`src/rtl/clint_vec_pkg.sv`:
```
// Shared encodings for the vectored interrupt controller: FSM states,
// mstatus bit positions, exception cause codes and CSR write strobe bits.
package clint_vec_pkg;

    localparam logic [2:0] ST_IDLE    = 3'd0;
    localparam logic [2:0] ST_MSTATUS = 3'd1;
    localparam logic [2:0] ST_MEPC    = 3'd2;
    localparam logic [2:0] ST_MCAUSE  = 3'd3;
    localparam logic [2:0] ST_ASSERT  = 3'd4;
    localparam logic [2:0] ST_MRET    = 3'd5;

    localparam int MSTATUS_MIE  = 3;
    localparam int MSTATUS_MPIE = 7;
    localparam int CAUSE_ECALL  = 11;

    localparam int WE_MSTATUS = 0;
    localparam int WE_MEPC    = 1;
    localparam int WE_MCAUSE  = 2;

    function automatic int idx_width(input int n);
        return (n > 1) ? $clog2(n) : 1;
    endfunction

endpackage

```
`src/rtl/clint_prio_enc.sv`:
```
// Fixed-priority encoder over pending & mask; the lowest set index wins.
module clint_prio_enc
    import clint_vec_pkg::*;
#(
    parameter int NUM_INT = 8,
    parameter int IDX_W   = idx_width(NUM_INT)
) (
    input  logic [NUM_INT-1:0] pending,
    input  logic [NUM_INT-1:0] mask,
    output logic               valid,
    output logic [IDX_W-1:0]   idx
);

    logic [NUM_INT-1:0] req;

    assign req = pending & mask;

    // Scan downward so the last hit, the lowest index, is kept.
    always_comb begin
        valid = 1'b0;
        idx   = '0;
        for (int i = NUM_INT - 1; i >= 0; i--) begin
            if (req[i]) begin
                valid = 1'b1;
                idx   = IDX_W'(i);
            end
        end
    end

endmodule

```
`src/rtl/clint_vec.sv`:
```
// Interrupt/trap sequencer: arbitrates ecall, mret and masked interrupt lines,
// writes mstatus/mepc/mcause one per cycle, then redirects fetch.
//
// state   | meaning
// IDLE    | arbitrate new requests
// MSTATUS | write mstatus (MPIE<=MIE, MIE<=0)
// MEPC    | write saved PC
// MCAUSE  | write cause
// ASSERT  | redirect fetch, flush, claim line
// MRET    | write mstatus (MIE<=MPIE, MPIE<=1)
module clint_vec
    import clint_vec_pkg::*;
#(
    parameter int                 NUM_INT    = 8,
    parameter int                 DATA_W     = 32,
    parameter int                 ADDR_W     = 32,
    parameter logic [NUM_INT-1:0] EDGE_MASK  = '0,
    parameter int                 INST_BYTES = 4,
    parameter int                 CAUSE_BASE = 16
) (
    input  logic               clk,
    input  logic               rst_n,
    input  logic [NUM_INT-1:0] int_flag,
    input  logic [NUM_INT-1:0] int_mask,
    input  logic               sync_ecall,
    input  logic               sync_mret,
    input  logic [ADDR_W-1:0]  inst_addr,
    input  logic               jump_flag,
    input  logic [ADDR_W-1:0]  jump_addr,
    input  logic [DATA_W-1:0]  csr_mtvec,
    input  logic [DATA_W-1:0]  csr_mepc,
    input  logic [DATA_W-1:0]  csr_mstatus,
    output logic               hold_flag,
    output logic               clear_flag_int,
    output logic [2:0]         int_we,
    output logic [DATA_W-1:0]  int_mstatus,
    output logic [DATA_W-1:0]  int_mepc,
    output logic [DATA_W-1:0]  int_mcause,
    output logic [ADDR_W-1:0]  int_inst_addr,
    output logic               int_assert,
    output logic [NUM_INT-1:0] int_claim
);

    localparam int IDX_W = idx_width(NUM_INT);

    logic [2:0]         state;
    logic [NUM_INT-1:0] flag_q;
    logic [NUM_INT-1:0] edge_pend;
    logic [NUM_INT-1:0] pending;
    logic [NUM_INT-1:0] claim_vec;
    logic [NUM_INT-1:0] claim_clr;
    logic               req_valid;
    logic [IDX_W-1:0]   req_idx;
    logic               irq_go;
    logic [DATA_W-2:0]  irq_code;
    logic [DATA_W-1:0]  cause_q;
    logic [ADDR_W-1:0]  epc_q;
    logic [IDX_W-1:0]   idx_q;
    logic               async_q;
    logic               mret_q;
    logic [DATA_W-1:0]  ms_trap;
    logic [DATA_W-1:0]  ms_mret;
    logic [DATA_W-1:0]  trap_base;
    logic [DATA_W-1:0]  trap_full;
    logic [ADDR_W-1:0]  trap_target;

    assign pending   = (edge_pend & EDGE_MASK) | (int_flag & ~EDGE_MASK);
    assign irq_go    = req_valid & csr_mstatus[MSTATUS_MIE];
    assign irq_code  = (DATA_W-1)'(CAUSE_BASE) + (DATA_W-1)'(req_idx);
    assign claim_vec = async_q ? (NUM_INT'(1) << idx_q) : '0;
    assign claim_clr = (state == ST_ASSERT) ? claim_vec : '0;
    assign hold_flag = (state != ST_IDLE);

    clint_prio_enc #(
        .NUM_INT (NUM_INT),
        .IDX_W   (IDX_W)
    ) u_prio (
        .pending (pending),
        .mask    (int_mask),
        .valid   (req_valid),
        .idx     (req_idx)
    );

    always_comb begin
        ms_trap               = csr_mstatus;
        ms_trap[MSTATUS_MPIE] = csr_mstatus[MSTATUS_MIE];
        ms_trap[MSTATUS_MIE]  = 1'b0;
        ms_mret               = csr_mstatus;
        ms_mret[MSTATUS_MIE]  = csr_mstatus[MSTATUS_MPIE];
        ms_mret[MSTATUS_MPIE] = 1'b1;
    end

    // Only async traps honour vectored mode; exceptions always land on the base.
    always_comb begin
        trap_base = {csr_mtvec[DATA_W-1:2], 2'b00};
        trap_full = trap_base;
        if (async_q && (csr_mtvec[1:0] == 2'b01))
            trap_full = trap_base + DATA_W'(INST_BYTES) * {1'b0, cause_q[DATA_W-2:0]};
        trap_target = trap_full[ADDR_W-1:0];
    end

    // A fresh rising edge in the claim cycle is ORed in after the clear, so it survives.
    always_ff @(posedge clk or negedge rst_n) begin
        if (!rst_n) begin
            flag_q    <= '0;
            edge_pend <= '0;
        end else begin
            flag_q    <= int_flag;
            edge_pend <= ((edge_pend & ~claim_clr) | (int_flag & ~flag_q)) & EDGE_MASK;
        end
    end

    always_ff @(posedge clk or negedge rst_n) begin
        if (!rst_n) begin
            state   <= ST_IDLE;
            cause_q <= '0;
            epc_q   <= '0;
            idx_q   <= '0;
            async_q <= 1'b0;
            mret_q  <= 1'b0;
        end else begin
            case (state)
                ST_IDLE: begin
                    if (sync_ecall) begin
                        state   <= ST_MSTATUS;
                        cause_q <= DATA_W'(CAUSE_ECALL);
                        epc_q   <= inst_addr;
                        async_q <= 1'b0;
                        mret_q  <= 1'b0;
                    end else if (sync_mret) begin
                        state   <= ST_MRET;
                        async_q <= 1'b0;
                        mret_q  <= 1'b1;
                    end else if (irq_go) begin
                        state   <= ST_MSTATUS;
                        cause_q <= {1'b1, irq_code};
                        epc_q   <= jump_flag ? jump_addr : inst_addr;
                        idx_q   <= req_idx;
                        async_q <= 1'b1;
                        mret_q  <= 1'b0;
                    end
                end
                ST_MSTATUS: state <= ST_MEPC;
                ST_MEPC:    state <= ST_MCAUSE;
                ST_MCAUSE:  state <= ST_ASSERT;
                ST_MRET:    state <= ST_ASSERT;
                default:    state <= ST_IDLE;
            endcase
        end
    end

    // Outputs are registered from the current state, one cycle behind it.
    always_ff @(posedge clk or negedge rst_n) begin
        if (!rst_n) begin
            int_we         <= '0;
            int_mstatus    <= '0;
            int_mepc       <= '0;
            int_mcause     <= '0;
            int_inst_addr  <= '0;
            int_assert     <= 1'b0;
            clear_flag_int <= 1'b0;
            int_claim      <= '0;
        end else begin
            int_we         <= '0;
            int_mstatus    <= '0;
            int_mepc       <= '0;
            int_mcause     <= '0;
            int_inst_addr  <= '0;
            int_assert     <= 1'b0;
            clear_flag_int <= 1'b0;
            int_claim      <= '0;
            case (state)
                ST_MSTATUS: begin
                    int_we[WE_MSTATUS] <= 1'b1;
                    int_mstatus        <= ms_trap;
                end
                ST_MEPC: begin
                    int_we[WE_MEPC] <= 1'b1;
                    int_mepc        <= DATA_W'(epc_q);
                end
                ST_MCAUSE: begin
                    int_we[WE_MCAUSE] <= 1'b1;
                    int_mcause        <= cause_q;
                end
                ST_MRET: begin
                    int_we[WE_MSTATUS] <= 1'b1;
                    int_mstatus        <= ms_mret;
                end
                ST_ASSERT: begin
                    int_assert     <= 1'b1;
                    clear_flag_int <= 1'b1;
                    int_claim      <= claim_vec;
                    int_inst_addr  <= mret_q ? csr_mepc[ADDR_W-1:0] : trap_target;
                end
                default: ;
            endcase
        end
    end

endmodule

```
`config.mk`:
```
export PLATFORM = sky130hd
export DESIGN_NAME = clint_vec
export DESIGN_NICKNAME = d
export VERILOG_FILES = /design/src/rtl/clint_vec_pkg.sv /design/src/rtl/clint_prio_enc.sv /design/src/rtl/clint_vec.sv
export SDC_FILE = /design/constraint.sdc
export NUM_CORES = 1
export LEC_CHECK = 0
export ABC_CLOCK_PERIOD_IN_PS = 3850
export BUFFER_PORTS_ARGS = -buffer_cell sky130_fd_sc_hd__buf_2
export CAP_MARGIN = 0
export CORE_AREA = 2 2 124 126
export DETAILED_ROUTE_END_ITERATION = 6
export DIE_AREA = 0 0 126 128
export PLACE_DENSITY = 0.83
export SLEW_MARGIN = 20
export SYNTH_ARGS = -nofsm -noshare
export SYNTH_HDL_FRONTEND = slang
export SYNTH_SLANG_ARGS = --single-unit
```
`constraint.sdc`:
```
create_clock -name clk -period 3.85 [get_ports clk]
set_input_delay 1.155 -clock clk [delete_from_list [all_inputs] [get_ports clk]]
set_output_delay 1.155 -clock clk [all_outputs]
set_load 0.005 [all_outputs]
```
==> impl_metrics.yaml, run 1 <==
global_route:
  antenna_found_initial: 0
  grt_usage: 0.2209
  grt_max_degree: 88
  grt-ovfl-total: 0
  grt_pass1_vias: 5433
  grt_pass1_wl_um: 27590
yosys:
  synth_edf_count: 0
  ys.flop_type: "dfrtp_1"
  synth_area_leaders: "dfrtp_1 (57%), and2_1 (6.2%), mux2i_1 (4.7%)"
  syn_avg_cell_area_um2: 10.93
  synth_warnings: 0
  synth_cells: 637
  synth.most_common_cell: "dfrtp_1"
  synthDistinctLibCells: 58
  syn-cell-area_um2: 6965
  yosys-top-cells-count: "dfrtp_1 (158), and2_1 (69), a21oi_1 (59)"
  yosysTopAreaCellShare: 0.5676
  yosysSeqAreaShare: 0.5676
  ys_ff_latch: 158
  async_reset_ff_frac: 1.000
  synth_top_area_cell: "dfrtp_1"
pwr:
  ir_worst_vdd_mv: 0.3273
  p_leak_nw: 4.743
  cellPowerDensity_nw_per_um2: 630.3
routing:
  dr_total_vias: 5663
  wl_per_cell_um: 15.81
  drt.antenna.violating_nets: 0
  viasPerCell: 5.043
  dr.pass1.iters: 4
  drc: 0
  drtIter0Drc: 345
  wl_um: 17760
setup_path:
  critPathArrivalTime_ns: 3.16
  worstPathCellList: "buf_2 -> ha_1 -> o21ai_0 -> o21a_1 -> or3_1 -> or4_1 -> a31oi_1"
  end_kind: "flip-flop"
  critPathMaxStageDelay_ns: 0.50
  critPathSlowestCell: "or3_1"
  cp_max_fo: 10
  crit_type: "in -> reg"
  cp.required_ns: 4.18
  startpoint_type: "input pin"
timing:
  grt_setup_unrepaired: "false"
  final-hold-violation-count: 0
  post-route-period-util: 0.7340
  final.setup.worst_slack_ns: 1.024
  finalMaxSlewViolations: 0
  clock_skew_ns: 0.007630
  setup_viol: 0
  tns_ns: 0
  period_needed_ns: 2.826
  max_freq_ghz: 0.3539
  worst_pin_slew_ns: 0.8004
  holdWs_ns: 0.4775
  slew_headroom: 0.4664
layout:
  fill_cells: 1217
  nNetsFinal: 1108
  area_delta_synth_final_pct: 30.52
  drive_above_1_share: 0.3758
  seq_area_um2: 3954
  multi_input_area_um2: 2736
cts:
  cts_tree: "done"
  clk_latency_ns: 0.42
  ctsHoldBuffers: 0
  htree_levels: 4
  cts.clk_slew.worst_paths_ns: 0.06
  clk_path_buf_depth: 2
  cts_sinks: 158
  clock-root-buffer: "clkbuf_16"
  cts_setup_buffers: 0
  post_cts_resized: 0
  cts_inserted_buffers: 17
floorplanning:
  dieArea_um2: 16130
  ios: 323
  core_area_um2: 14860
  start_util: 0.4686
  die_w_um: 126
  rows: 45
  die_h_um: 128
placement:
  dp_hpwl_um: 13360
  place_congestion: 0.8474
  port-buffer-count: 296
  place_ws_ns: 0.6337
worst_hold_path:
  hp-class: "reg -> reg"
run_status:
  status: "finished clean"
job:
  cap_violations: 0
registers in the layout, indices dropped and copies added, names as in the netlist:
| signal | flops |
|---|---|
| cause_q | 5 |
| idx_q | 3 |
| int_inst_addr | 32 |
| int_mstatus | 32 |
| int_mepc | 32 |
| async_q | 1 |
| epc_q | 32 |
| int_claim | 8 |
| state | 3 |
| int_we | 3 |
| int_mcause | 5 |
| int_assert | 1 |
| mret_q | 1 |
cells by family after synthesis:
kind of cell,count (synthesis),synth area share
AOI/OAI and AO/OA,142,0.1261
xor gates and xnor gates,22,0.02766
adders and majority gates,6,0.01186
buffers and inverters,73,0.05586
DFF,158,0.5676
muxes,35,0.05066
other,1,0.0005384
and+or+nand+nor,200,0.1597
stage by stage:
stage	power, W	std cells	area, µm²	util
floorplan	0.003410	662	7059	-
CTS	0.005789	1122	9084	0.6111
global placement	0.004056	1090	8502	0.5720
detailed placement	0.004132	1090	8502	0.5720
finish	0.005730	1123	9091	0.6116
global route	0.006113	1122	9089	0.6114
power by group:
part	leakage [nW]	total, W	internal, W	switching (W)
combinational	2.41	0.00165	0.000711	0.000938
clock	0.283	0.00163	0.000929	0.000705
sequential	2.05	0.00245	0.00218	0.000272
final timing paths:
kind | from | end | slack [ns] | cells after the start
setup / recovery | csr_mtvec[4] | int_inst_addr[25] | 1.02 | 7
hold / removal | epc_q[4] | int_mepc[4] | 0.48 | 1
setup reg to reg | cause_q[2] | int_inst_addr[25] | 1.43 | 6
hold reg to reg | epc_q[4] | int_mepc[4] | 0.48 | 1
max in group asynchronous | rst_n | int_inst_addr[27] | 2.24 | 2
min in group asynchronous | rst_n | int_inst_addr[11] | 0.75 | 1
layout by cell type, fill, tap and decap left out, types with 10 or more instances in the layout:
master / count
and2_1: 69
a211oi_1: 10
a21oi_1: 59
nand2_1: 21
xor2_1: 13
conb_1: 26
dfrtp_1: 158
o21ai_0: 33
clkbuf_16: 17
nor2_1: 52
mux2i_1: 33
buf_2: 295
worst max-delay path, delay by kind of cell:
family,cells,cell delay [ns]
simple gates,2,0.94
compound gates,3,0.62
fa+ha+maj,1,0.33
buf+inv,1,0.11
layout make-up:
type,instances,share of cell area
multi-input combinational,431,0.3010
clock buffer,18,0.04831
antenna,1,0.0002753
clock inverter,14,0.01569
tap,188,0.02587
inverter,9,0.003716
timing repair buffer,304,0.1702
sequential,158,0.4349
metal layers:
layer,wire (µm),share of wire,track usage
met2,9146,0.51,0.3833
met5,0,0,0
met3,1199,0.068,0.05676
met4,431,0.024,0.08985
met1,6983,0.39,0.2635
(Power assumes the default switching activity.)
==> run 2: changes to the inputs <==
--- a/config.mk
+++ b/config.mk
@@ -5,13 +5,13 @@
 export SDC_FILE = /design/constraint.sdc
 export NUM_CORES = 1
 export LEC_CHECK = 0
-export ABC_CLOCK_PERIOD_IN_PS = 3850
+export ABC_CLOCK_PERIOD_IN_PS = 2400
 export BUFFER_PORTS_ARGS = -buffer_cell sky130_fd_sc_hd__buf_2
 export CAP_MARGIN = 0
-export CORE_AREA = 2 2 124 126
+export CORE_MARGIN = 2
+export CORE_UTILIZATION = 42
 export DETAILED_ROUTE_END_ITERATION = 6
-export DIE_AREA = 0 0 126 128
-export PLACE_DENSITY = 0.83
+export PLACE_DENSITY = 0.78
 export SLEW_MARGIN = 20
 export SYNTH_ARGS = -nofsm -noshare
 export SYNTH_HDL_FRONTEND = slang
==> constraint.sdc (replaced) <==
create_clock -name clk -period 2.4 [get_ports clk]
set_input_delay 0.72 -clock clk [delete_from_list [all_inputs] [get_ports clk]]
set_output_delay 0.72 -clock clk [all_outputs]
set_load 0.005 [all_outputs]
==> impl_metrics.yaml, run 2 (synthesis gave the netlist of run 1 again) <==
run_status:
  status: "finished clean"
routing:
  dr.pass1.iters: 4
  drc: 0
  wl_um: 18370
  drt.antenna.violating_nets: 0
  drtIter0Drc: 255
  viasPerCell: 4.954
  wl_per_cell_um: 15.55
  dr_total_vias: 5851
timing:
  final-hold-violation-count: 0
  max_freq_ghz: 0.4494
  period_needed_ns: 2.225
  grt_setup_unrepaired: "false"
  tns_ns: 0
  slew_headroom: 0.4964
  post-route-period-util: 0.9271
  clock_skew_ns: 0.007972
  worst_pin_slew_ns: 0.7546
  finalMaxSlewViolations: 0
  setup_viol: 0
job:
  cap_violations: 0
setup_path:
  r2r-start: "cause_q[0]"
  end_kind: "flip-flop"
  ff2ff_path_depth: 9
  cp_max_fo: 7
  worstPathCellList: "ha_1 -> inv_1 -> fa_1 -> nand2b_1 -> a21oi_2 -> buf_4 -> o211ai_1 -> or3_1 -> a31oi_1"
  rr_endpoint: "int_inst_addr[26]"
  r2r_slack_ns: 0.17
  crit_type: "reg -> reg"
  critPathArrivalTime_ns: 2.55
  crit_start: "cause_q[0]"
  cp.required_ns: 2.73
  critPathSlowestCell: "dfrtp_1"
  path_depth: 9
  path_buf_inv: 2
  startpoint_type: "flip-flop"
  critPathMaxStageDelay_ns: 0.38
  path_delay_family: "adder cells"
cts:
  clk_path_buf_depth: 2
  clock-root-buffer: "clkbuf_16"
  cts_inserted_buffers: 17
  cts.clk_slew.worst_paths_ns: 0.07
  cts_tree: "done"
  htree_levels: 4
  cts_sinks: 158
  clk_latency_ns: 0.41
  ctsHoldBuffers: 0
pwr:
  ir_worst_vdd_mv: 0.5075
  finalPower_w: 0.009430
  cellPowerDensity_nw_per_um2: 1001
  p_leak_nw: 4.875
floorplanning:
  die_w_um: 132.8
  core_area_um2: 16410
  start_util: 0.4245
  rows: 47
  die_h_um: 132.8
  dieArea_um2: 17630
  ios: 323
layout:
  nNetsFinal: 1133
  fill_cells: 1428
  drive_above_1_share: 0.3973
  area_delta_synth_final_pct: 35.23
  final_common_cell: "buf_2"
  finalNonFillerCells: 1181
  postLayoutCoreUtil: 0.5741
  layout_common_cells: "buf_2 (295), dfrtp_1 (158), and2_1 (69)"
placement:
  place_congestion: 0.9010
  port-buffer-count: 296
  dp_hpwl_um: 13970
  dp.cells: 1146
global_route:
  grt-ovfl-total: 0
  antenna_found_initial: 2
  grt_max_degree: 52
  grt_pass1_wl_um: 28980
  grt_pass1_vias: 5841
  grt_usage: 0.2102
worst_hold_path:
  hp-class: "in -> async"
run 2: worst max-delay path by stage:
stage | endpoint | slack (ns)
global route | int_inst_addr[26] | 0.05
floorplan | int_inst_addr[27] | -0.09
finish | int_inst_addr[26] | 0.17
global placement | int_inst_addr[26] | -0.17
detailed placement | int_inst_addr[26] | -0.24
CTS | int_inst_addr[26] | 0.14
run 2: metal layers:
metal,track usage,routed length (µm),up-vias
li1,-,-,2789
met1,0.2534,7339,2726
met2,0.3512,9085,288
met3,0.04559,1229,48
met4,0.1165,711,0
met5,0,0,-
run 2: what timing repair did:
item | 4_1_cts | 5_1_grt
gates resized for setup | 0 | 0
buffers inserted | 0 | 1
setup endpoints to repair | 0 | 1
run 2: where the power goes:
part / internal, W / switching [W] / total (W)
Combinational: 0.00134 / 0.00162 / 0.00296
Clock: 0.00148 / 0.00112 / 0.00260
Sequential: 0.00349 / 0.000378 / 0.00387
Total: 0.00632 / 0.00311 / 0.00943
run 2: layout make-up:
class                   instances  area (µm²)  share of cell area
repair buffers                329        1798              0.1909
diodes                          2       5.005           0.0005313
inverters                       9       33.78            0.003587
clock inverters                13       128.9             0.01368
well taps                     220       275.3             0.02922
clock buffers                  19       442.9             0.04702
multi-input cells             431        2781              0.2953
flip-flops and latches        158        3954              0.4198
run 2: per-stage QoR:
step / cell area (µm²) / hold slack, ns / setup slack, ns
detailed placement: 8835 / 0.4658 / -0.2384
CTS: 9407 / 0.2304 / 0.1385
global route: 9419 / 0.2447 / 0.04569
floorplan: 7136 / 0.4244 / -0.08838
global placement: 8835 / 0.4576 / -0.1686
finish: 9419 / 0.2267 / 0.1750
run 2: worst register-to-register path, cell delays in order, from the launching register on:
cell      delay (ns)
dfrtp_1         0.38
ha_1            0.18
inv_1           0.05
fa_1            0.37
nand2b_1        0.18
a21oi_2         0.12
buf_4           0.19
o211ai_1        0.14
or3_1           0.35
a31oi_1         0.18
==> run 3: changes to the inputs <==
--- a/config.mk
+++ b/config.mk
@@ -8,8 +8,10 @@
 export ABC_CLOCK_PERIOD_IN_PS = 2400
 export BUFFER_PORTS_ARGS = -buffer_cell sky130_fd_sc_hd__buf_2
 export CAP_MARGIN = 0
+export CELL_PAD_IN_SITES_DETAIL_PLACEMENT = 0
+export CELL_PAD_IN_SITES_GLOBAL_PLACEMENT = 1
 export CORE_MARGIN = 2
-export CORE_UTILIZATION = 42
+export CORE_UTILIZATION = 31
 export DETAILED_ROUTE_END_ITERATION = 6
 export PLACE_DENSITY = 0.78
 export SLEW_MARGIN = 20
==> impl_metrics.yaml, run 3 (synthesis gave the netlist of run 1 again) <==
layout:
  layout_common_cells: "buf_2 (295), dfrtp_1 (158), and2_1 (69)"
  postLayoutCoreUtil: 0.4350
  area_delta_synth_final_pct: 37.13
  nNetsFinal: 1135
  finalNonFillerCells: 1241
  final_common_cell: "buf_2"
  fin_area_um2: 9552
  drive_above_1_share: 0.4000
  fill_cells: 2133
routing:
  wl_um: 19930
  viasPerCell: 4.655
  wl_per_cell_um: 16.06
  dr.pass1.iters: 4
  dr_total_vias: 5777
  drt.antenna.violating_nets: 0
  drc: 0
  drtIter0Drc: 249
setup_path:
  critPathArrivalTime_ns: 2.55
  end_kind: "flip-flop"
  crit_type: "reg -> reg"
  path_buf_inv: 1
  worstPathCellList: "ha_1 -> inv_1 -> fa_1 -> nand2b_4 -> a21oi_4 -> o211ai_1 -> or3_1 -> a31oi_1"
  startpoint_type: "flip-flop"
  critPathSlowestCell: "dfrtp_1"
  path_delay_family: "adder cells"
  crit_start: "cause_q[0]"
  r2r-start: "cause_q[0]"
  cp_max_fo: 3
  critPathMaxStageDelay_ns: 0.40
  cp.required_ns: 2.73
  r2r_slack_ns: 0.18
pwr:
  switching_share: 0.3357
  p_int_w: 0.006410
  power_frac_comb: 0.311
  ir_worst_vdd_mv: 0.4286
  clkPwrFrac: 0.288
  p_switching_w: 0.003240
  power_frac_seq: 0.401
  cellPowerDensity_nw_per_um2: 1010
  p_leak_nw: 4.903
  finalPower_w: 0.009650
global_route:
  grt-ovfl-total: 0
  grt_pass1_vias: 5643
  antenna_found_initial: 1
  grt.met2_usage: 0.2913
  grt_usage: 0.1683
  grt_pass1_wl_um: 31130
  grt_busiest_layer: "met2"
  grtUsageMet1: 0.2148
  grt_util_met3: 0.03467
  grt_max_degree: 52
cts:
  cts_setup_buffers: 0
  cts_inserted_buffers: 17
  cts_sinks: 158
  cts.clk_slew.worst_paths_ns: 0.07
  cts_tree: "done"
  clk_path_buf_depth: 2
  clk_latency_ns: 0.42
  clock-root-buffer: "clkbuf_16"
  htree_levels: 4
floorplanning:
  die_w_um: 153.9
  core_area_um2: 21960
  start_util: 0.3172
  ios: 323
  rows: 54
  dieArea_um2: 23680
  die_h_um: 153.9
timing:
  finalMaxSlewViolations: 0
  worst_pin_slew_ns: 0.7696
  final-hold-violation-count: 0
  slew_headroom: 0.4862
  period_needed_ns: 2.224
  max_freq_ghz: 0.4497
  clock_skew_ns: 0.01826
  setup_viol: 0
  post-route-period-util: 0.9266
  holdWs_ns: 0.1978
worst_hold_path:
  hp-class: "in -> async"
placement:
  placed_cell_area_um2: 8932
  dp_hpwl_um: 15320
  port-buffer-count: 296
  dp.cells: 1209
  place_congestion: 0.8790
job:
  cap_violations: 0
run_status:
  status: "finished clean"
run 3: per-layer routing:
metal  wire length, µm  vias up
li1                  -     2795
met1              8465     2773
met2             10110      189
met3              1030       20
met4               328        0
met5                 0        -
run 3: area by class of cell:
cell class	instances	area [µm²]	area share
inverter	9	33.78	0.003537
clock buffer	17	425.4	0.04454
tap	280	350.3	0.03668
antenna	1	2.502	0.0002620
clock inverter	14	176.4	0.01847
sequential	158	3954	0.4139
timing repair buffer	331	1813	0.1898
multi-input combinational	431	2796	0.2928
run 3: worst register-to-register path, cell delays in order (launching register included):
cell and delay, ns:
dfrtp_1 0.40, ha_1 0.20, inv_1 0.06, fa_1 0.39
nand2b_4 0.18, a21oi_4 0.20, o211ai_1 0.18, or3_1 0.34
a31oi_1 0.20
run 3: timing repair:
action	in CTS	in global routing
resized for setup	0	2
endpoints found under the setup margin	0	2
hold buffers	0	0
run 3: worst paths after layout:
path | end | depth (start not counted)
worst min-delay path | int_inst_addr[17] | 1
worst max-delay path | int_inst_addr[26] | 8
max in group asynchronous | epc_q[10] | 2
worst max register to register | int_inst_addr[26] | 8
min in group clk | int_mepc[7] | 1
worst min register to register | int_mepc[7] | 1
run 3: power by group through the flow:
stage               clock (W)  combinational [W]  sequential [W]
CTS                   0.00285            0.00304         0.00388
global placement            0            0.00298         0.00390
global route          0.00299            0.00338         0.00397
detailed placement          0            0.00303         0.00393
floorplan                   0            0.00165         0.00389
finish                0.00278            0.00300         0.00387
run 3: stage by stage:
stage	TNS, ns	setup slack (ns)
6_report	0	0.1762
5_1_grt	-0.01122	-0.01122
4_1_cts	0	0.1141
3_5_place_dp	-2.499	-0.2387
3_3_place_gp	-1.859	-0.2173
2_1_floorplan	-0.2833	-0.08838
